$ cat src/rtl/motors_pwm_multi.sv
// Multi-channel edge-aligned PWM generator with a shared counter, double-buffered duty and
// period values, and an optional per-period duty slew limit.
module motors_pwm_multi #(
    parameter int unsigned CHANNELS  = 2,
    parameter int unsigned WIDTH     = 8,
    parameter int unsigned PRESCALE  = 1,
    parameter int unsigned RAMP_STEP = 0,
    localparam int unsigned ChW      = (CHANNELS > 1) ? $clog2(CHANNELS) : 1
) (
    input  logic                clk,
    input  logic                rst,
    input  logic                en,
    input  logic [WIDTH-1:0]    period,
    input  logic                wr_en,
    input  logic [ChW-1:0]      wr_ch,
    input  logic [WIDTH-1:0]    wr_duty,
    output logic [CHANNELS-1:0] PWM_output,
    output logic                period_tick,
    output logic                ramping
);

    localparam int unsigned PsW = (PRESCALE > 1) ? $clog2(PRESCALE) : 1;

    logic [PsW-1:0]      ps_q, ps_d;
    logic [WIDTH-1:0]    count_q, count_d;
    logic [WIDTH-1:0]    shadow_q, shadow_d;
    logic [WIDTH-1:0]    target_q [CHANNELS];
    logic [WIDTH-1:0]    target_d [CHANNELS];
    logic [WIDTH-1:0]    active_q [CHANNELS];
    logic [WIDTH-1:0]    active_d [CHANNELS];
    logic [CHANNELS-1:0] pwm_q, pwm_d;
    logic                tick_q, tick_d;
    logic                ramp_q, ramp_d;
    logic                run_q, run_d;

    logic                start;
    logic                step;
    logic                wrap;
    logic [WIDTH-1:0]    eff_period;

    // Move cur toward tgt by at most RAMP_STEP, never overshooting.
    function automatic logic [WIDTH-1:0] slew(input logic [WIDTH-1:0] cur,
                                             input logic [WIDTH-1:0] tgt);
        logic [WIDTH-1:0] diff;
        slew = tgt;
        if (RAMP_STEP != 0) begin
            if (tgt > cur) begin
                diff = tgt - cur;
                if (32'(diff) > RAMP_STEP) slew = cur + WIDTH'(RAMP_STEP);
            end else begin
                diff = cur - tgt;
                if (32'(diff) > RAMP_STEP) slew = cur - WIDTH'(RAMP_STEP);
            end
        end
    endfunction

    // Counter, prescaler and period shadow.
    always_comb begin
        run_d      = en;
        start      = en & ~run_q;
        // The first enabled cycle compares against the freshly loaded period.
        eff_period = start ? period : shadow_q;
        step       = en && (ps_q == PsW'(PRESCALE - 1));
        wrap       = step && (count_q == eff_period);
        ps_d       = ps_q;
        count_d    = count_q;
        shadow_d   = shadow_q;
        tick_d     = wrap;
        if (!en) begin
            ps_d    = '0;
            count_d = '0;
        end else begin
            ps_d = step ? '0 : ps_q + 1'b1;
            if (step) count_d = wrap ? '0 : count_q + 1'b1;
            if (start || wrap) shadow_d = period;
        end
    end

    // Per-channel duty buffers and outputs; a wrap consumes the pre-write target.
    always_comb begin
        pwm_d  = '0;
        ramp_d = 1'b0;
        for (int unsigned i = 0; i < CHANNELS; i++) begin
            pwm_d[i]    = en && (count_q < active_q[i]);
            active_d[i] = wrap ? slew(active_q[i], target_q[i]) : active_q[i];
            target_d[i] = target_q[i];
            if (wr_en && (32'(wr_ch) == i)) target_d[i] = wr_duty;
            if (active_d[i] != target_d[i]) ramp_d = 1'b1;
        end
    end

    always_ff @(posedge clk) begin
        if (rst) begin
            ps_q     <= '0;
            count_q  <= '0;
            shadow_q <= '0;
            pwm_q    <= '0;
            tick_q   <= 1'b0;
            ramp_q   <= 1'b0;
            run_q    <= 1'b0;
            for (int unsigned i = 0; i < CHANNELS; i++) begin
                target_q[i] <= '0;
                active_q[i] <= '0;
            end
        end else begin
            ps_q     <= ps_d;
            count_q  <= count_d;
            shadow_q <= shadow_d;
            pwm_q    <= pwm_d;
            tick_q   <= tick_d;
            ramp_q   <= ramp_d;
            run_q    <= run_d;
            for (int unsigned i = 0; i < CHANNELS; i++) begin
                target_q[i] <= target_d[i];
                active_q[i] <= active_d[i];
            end
        end
    end

    assign PWM_output  = pwm_q;
    assign period_tick = tick_q;
    assign ramping     = ramp_q;

endmodule
$ cat config.mk
export PLATFORM = sky130hd
export DESIGN_NAME = motors_pwm_multi
export DESIGN_NICKNAME = d
export VERILOG_FILES = /design/src/rtl/motors_pwm_multi.sv
export SDC_FILE = /design/constraint.sdc
export NUM_CORES = 1
export LEC_CHECK = 0
export ABC_AREA = 1
export BUFFER_PORTS_ARGS = -buffer_cell sky130_fd_sc_hd__buf_2
export CORE_MARGIN = 2
export CORE_UTILIZATION = 30
export DETAILED_ROUTE_END_ITERATION = 16
export GPL_TIMING_DRIVEN = 0
export PLACE_DENSITY = 0.55
export SLEW_MARGIN = 20
export SYNTH_ARGS = -nofsm -noshare
export SYNTH_HDL_FRONTEND = slang
export SYNTH_SLANG_ARGS = --single-unit
$ cat constraint.sdc
create_clock -name clk -period 3.6 [get_ports clk]
set_input_delay 0.36 -clock clk [delete_from_list [all_inputs] [get_ports clk]]
set_output_delay 0.36 -clock clk [all_outputs]
set_load 0.02 [all_outputs]
# --- Word level (Yosys, flattened, before mapping) ---
# Memories as Yosys holds them, arrays and structs flattened.
# Cells that the tools add are included.
totals:
  rom_bits: 0
  ramBits: 32
  latchBits: 0
  mem_count: 2
  out_inout_bits: 4
  wordCells: 50
  inputBits: 21
  ff_bits: 22
classes:
  n_div: 0
  n_eq_ne: 3
  mux: 15
  n_bitwise: 9
  n_addsub: 2
  reduce_logical: 10
  n_shift: 0
  multipliers: 0
  order_cmp: 2
memory_table:
  columns: ["memory", "depth", "width", "rd", "rd_clocked_by_memory_dff", "wr", "line_no", "source"]
  rows:
  - ["active_q", 2, 8, 2, 0, 2, "29", "logic [WIDTH-1:0] active_q [CHANNELS];"]
  - ["target_q", 2, 8, 2, 0, 2, "27", "logic [WIDTH-1:0] target_q [CHANNELS];"]
ops:
  columns: ["operator", "n"]
  rows:
  - ["8-bit two-way mux", 10]
  - ["8-bit < comparator", 2]
  - ["8-bit != test", 2]
  - ["8-bit by 1-bit adder with 8-bit output, second input constant", 1]
  - ["8-bit equality test", 1]
  - ["1-bit logical AND", 6]
  - ["1-bit two-way mux", 5]
  - ["1-bit inverter", 4]
  - ["1-bit bitwise OR", 4]
  - ["3-bit OR reduction", 1]
  - ["2-bit AND reduction", 1]
  - ["2-bit OR reduction", 1]
  - ["1-bit adder, second input constant", 1]
  - ["1-bit AND", 1]
  - ["1-bit logical OR", 1]

# --- Longest topological paths before layout ---
logic_depth:
  word_depth: 9
  depth_mapped: 20
  depth_no_buf: 19

# --- Least setup slack after synthesis ---
# OpenSTA, ideal clock, no wires.
synth_timing:
  path_type: "reg-to-reg"
  from: "register run_q"
  to: "register ramp_q, in the netlist ramping"
  required_ns: 3.472
  t_arrival_ns: 1.798
  synth_period_minus_slack_ns: 1.925
  setup_time_ns: 0.128
  setup_slack_ns: 1.675
  stages_incl_launch_ff: 19
  path_buffers: 2
  path_cell_list: "dfxtp_1 -> inv_4 -> nand2_4 -> buf_12 -> o21ai_2 -> nand2_1 -> nand2_1 -> nand3_2 -> nor2_4 -> buf_6 -> nand2_2 -> nand2_1 -> nand2_1 -> nand2_1 -> nand2_1 -> nor2_1 -> nand2_1 -> nor2_1 -> nor2_1"
synth_via:
  elab_chain_cells: 9
  word_cells_on_any_way: 11
  cone_classes: "3 x eq/ne; 5 x mux; 2 x bitwise; 1 x reduce/logical"
synth_rtl:
  columns: ["item", "line_no", "source"]
  rows:
  - ["start: declaration", "34", "logic run_q, run_d;"]
  - ["start signal: assignment", "112", "run_q <= run_d;"]
  - ["1-bit inverter (*)", "60", "start = en & ~run_q;"]
  - ["1-bit AND (*)", "60", null]
  - ["8-bit two-way mux (*)", "62", "eff_period = start ? period : shadow_q;"]
  - ["8-bit equality test (*)", "64", "wrap = step && (count_q == eff_period);"]
  - ["1-bit logical AND (*)", "64", null]
  - ["8-bit two-way mux", "85", "active_d[i] = wrap ? slew(active_q[i], target_q[i]) : active_q[i];"]
  - ["8-bit != test", "88", "if (active_d[i] != target_d[i]) ramp_d = 1'b1;"]
  - ["1-bit two-way mux", "88", null]
  - ["1-bit two-way mux (*)", "88", null]
  - ["end signal: assignment", "111", "ramp_q <= ramp_d;"]
  - ["end: declaration", "33", "logic ramp_q, ramp_d;"]
# Every way passes the cells marked *; elsewhere a longest branch is shown, timed or not.
# A chain may end at the register's enable or synchronous reset.

# --- Worst setup path after layout ---
# Ends and elaborated chain as after synthesis.

==> flow_summary_export.csv <==
group,metric,value,unit
grt,grt_busiest_layer,"met2",
clocking,clk_path_buf_depth,2,
routing,vias_per_cell,4.454,
logic_synthesis,synth_top_area_share,34.46,%
clocking,clock_latency,0.32,ns
grt,use_met3,2.575,%
timing,rsz0062_at_grt,"no",
clocking,hold_buffers,0,
power,finalPower,1.184,mW
final_layout,antenna_cells,0,
clocking,htree_levels,2,
timing,period_share,66.73,%
final_layout,instances_no_fill,646,
grt,grt_first_pass_wirelength,12860,µm
floorplanning,initial_core_util,30.66,%
logic_synthesis,ys.flop_type,"dfxtp_1",
final_layout,drive_gt1_share,12.16,%
logic_synthesis,synth-seq-cells,54,
clocking,cts-root-buf,"clkbuf_8",
worst_setup_path,setup.worst_path.end_class,"flop",
final_layout,final_util,34.47,%
grt,grt_pass1_vias,2757,
min_path,hp-class,"input pin to flop",
timing,finalHoldViolations,0,
power,ir_worst_vdd,0.0001603,V
place,dpl.cell_count,638,
routing,routed_wirelength,7731,µm
timing,max-slew-margin-rel,52.05,%
floorplanning,core_area,10230,µm²
final_layout,fin_nets,545,
worst_setup_path,crit_fanout,10,
floorplanning,die_h,106.3,µm
floorplanning,die-area,11290,µm²
timing,layout_min_cycle_time,2.402,ns
timing,finalClockSkew,0.01316,ns
clocking,cts_buffers,5,
worst_setup_path,start_kind,"flop",
worst_setup_path,startpoint,"run_q",
logic_synthesis,syn_nets,514,
clocking,cts_setup_buffers,0,
logic_synthesis,yosysTopAreaCell,"dfxtp_1",
status,status,"completed",
logic_synthesis,ys_types,32,
grt,use_met1,18.73,%
floorplanning,die_width,106.3,µm
worst_setup_path,cp_slowest_stage_delay,0.34,ns
worst_setup_path,reg2reg_from,"run_q",
logic_synthesis,synth.area.top_cells,"dfxtp_1 (34%), nand2_1 (16%), inv_1 (9.9%)",
grt,antenna_found_initial,0,
timing,drv_slew,0,
routing,drt_first_pass_iters,4,
worst_setup_path,slowest_stage,"dfxtp_1",
worst_setup_path,path_cells,"inv_4 -> nand2_4 -> buf_12 -> o21ai_2 -> nand2_1 -> nand2_1 -> nand3_2 -> nor2_4 -> buf_6 -> nand2_1 -> nand3_1 -> nand2_1 -> inv_1 -> nand2_1 -> nor2_1 -> nand2_1 -> nor2_1 -> nor2_1",
timing,max_freq,0.4163,GHz
final_layout,layout_commonest_cell,"nand2_1",
routing,wl_per_cell,11.97,µm
logic_synthesis,async_reset_ff_share,0,%
clocking,cts.sinks,54,
floorplanning,io_pins,25,
worst_setup_path,critPathMostFrequentCell,"nand2_1",
timing,finalSetupViolations,0,
routing,num_vias,2877,
timing,tns,0,ns
timing,tightest_slew,0.7193,ns
power,p_per_area,335.7,nW/µm²
routing,drt_iter0_drc,129,
logic_synthesis,synth-edff-count,0,
worst_setup_path,path_class,"flop to flop",
clocking,cts_tree,"done",
power,leakagePower,1.637,nW
run,cap_violations,0,
worst_setup_path,required,3.80,ns
grt,track_usage,14.47,%
clocking,ctsResizeCount,0,
logic_synthesis,netlist_area,3137,µm²
grt,grt-ovfl-total,0,
clocking,cts.clk_slew.worst_paths,0.11,ns
logic_synthesis,synth-seq-area-share,34.46,%
place,dp_hpwl,5858,µm
logic_synthesis,ys_warn_count,0,
place,portBuffers,24,
grt,grt_max_degree,18,
routing,drcViolationCount,0,
grt,global_route.usage.met2,24.04,%
place,routabilityCongestion,0.8143,
worst_setup_path,cp_data_arrival_time,2.60,ns
floorplanning,rows,37,
logic_synthesis,synthCells,478,
routing,ant_nets,0,
min_path,min_from,"rst",
final_layout,layout_common_cells,"nand2_1 (136), inv_1 (83), dfxtp_1 (54), nand3_1 (44), nor2_1 (39)",
logic_synthesis,syn_area_per_cell,6.562,µm²
final_layout,syn2layout_area_growth,12.45,%
-- stage by stage --
stage	setup slack [ns]	cell area [µm²]	hold slack [ns]
3_5_place_dp	1.160	3427	0.4840
5_1_grt	0.9494	3527	0.3065
4_1_cts	1.225	3527	0.2818
6_report	1.198	3527	0.2915
2_1_floorplan	1.675	3137	0.4553
3_3_place_gp	1.137	3427	0.4727
-- path summary, 6_finish.rpt --
path                 end  slack (ns)  depth (start not counted)
max              ramping        1.20                         18
min                run_q        0.29                          2
max reg2reg      ramping        1.20                         18
min reg2reg  shadow_q[4]        0.50                          2
-- sequential cells by signal (all words and copies together) (netlist names) --
signal and count:
ramping 1, shadow_q 8, period_tick 1, count_q 8, PWM_output 2, active_q 16
run_q 1, ps_q 1, target_q 16
-- layout make-up --
class                           instances  area, µm²
Clock buffer                            6      82.58
Timing Repair Buffer                   24      120.1
Multi-Input combinational cell        327       1645
Fill cell                            1090       6704
Buffer                                 12      88.84
Sequential cell                        54       1081
Inverter                               85      321.6
Clock inverter                          2      17.52
Tap cell                              136      170.2
-- metal layers --
metal	wire length (µm)	part of all wire [%]
met1	3786	49
met3	356	4.6
met5	0	0
met4	193	2.5
met2	3395	44
-- synthesized netlist by cell type (2+ instances only) --
| master | number |
|---|---|
| nor2_2 | 3 |
| nand2_1 | 136 |
| buf_6 | 3 |
| nand2_2 | 8 |
| o211ai_1 | 4 |
| nand3_2 | 3 |
| nand2_4 | 2 |
| inv_1 | 83 |
| nand4_1 | 2 |
| a21oi_1 | 25 |
| xor2_1 | 3 |
| clkbuf_1 | 6 |
| ha_1 | 15 |
| o21ai_2 | 2 |
| nor3_1 | 4 |
| dfxtp_1 | 54 |
| a211oi_1 | 2 |
| nor2_1 | 39 |
| o21ai_0 | 24 |
| nor2_4 | 4 |
| a21boi_0 | 2 |
| nand3_1 | 44 |
-- kinds of logic after synthesis --
| family | Yosys count | synth area share, % |
|---|---|---|
| buffers and inverters | 97 | 13.08 |
| AOI/OAI and AO/OA | 60 | 10.53 |
| DFF | 54 | 34.46 |
| other | 1 | 0.1196 |
| and+or+nand+nor | 248 | 34.98 |
| xor gates and xnor gates | 3 | 0.8378 |
| adders and majority gates | 15 | 5.983 |
-- power breakdown --
part | internal, mW | switching [mW]
sequential | 0.616 | 0.0104
combinational | 0.0608 | 0.115
clock | 0.159 | 0.222
-- critical path: cells and delay by family, from the launching register on --
family                 cells  cell delay, ns
AND/OR/NAND/NOR           13            1.28
buffers and inverters      4            0.53
flip-flops                 1            0.34
AO/OA/AOI/OAI              1            0.11
(Power assumes the default switching activity.)
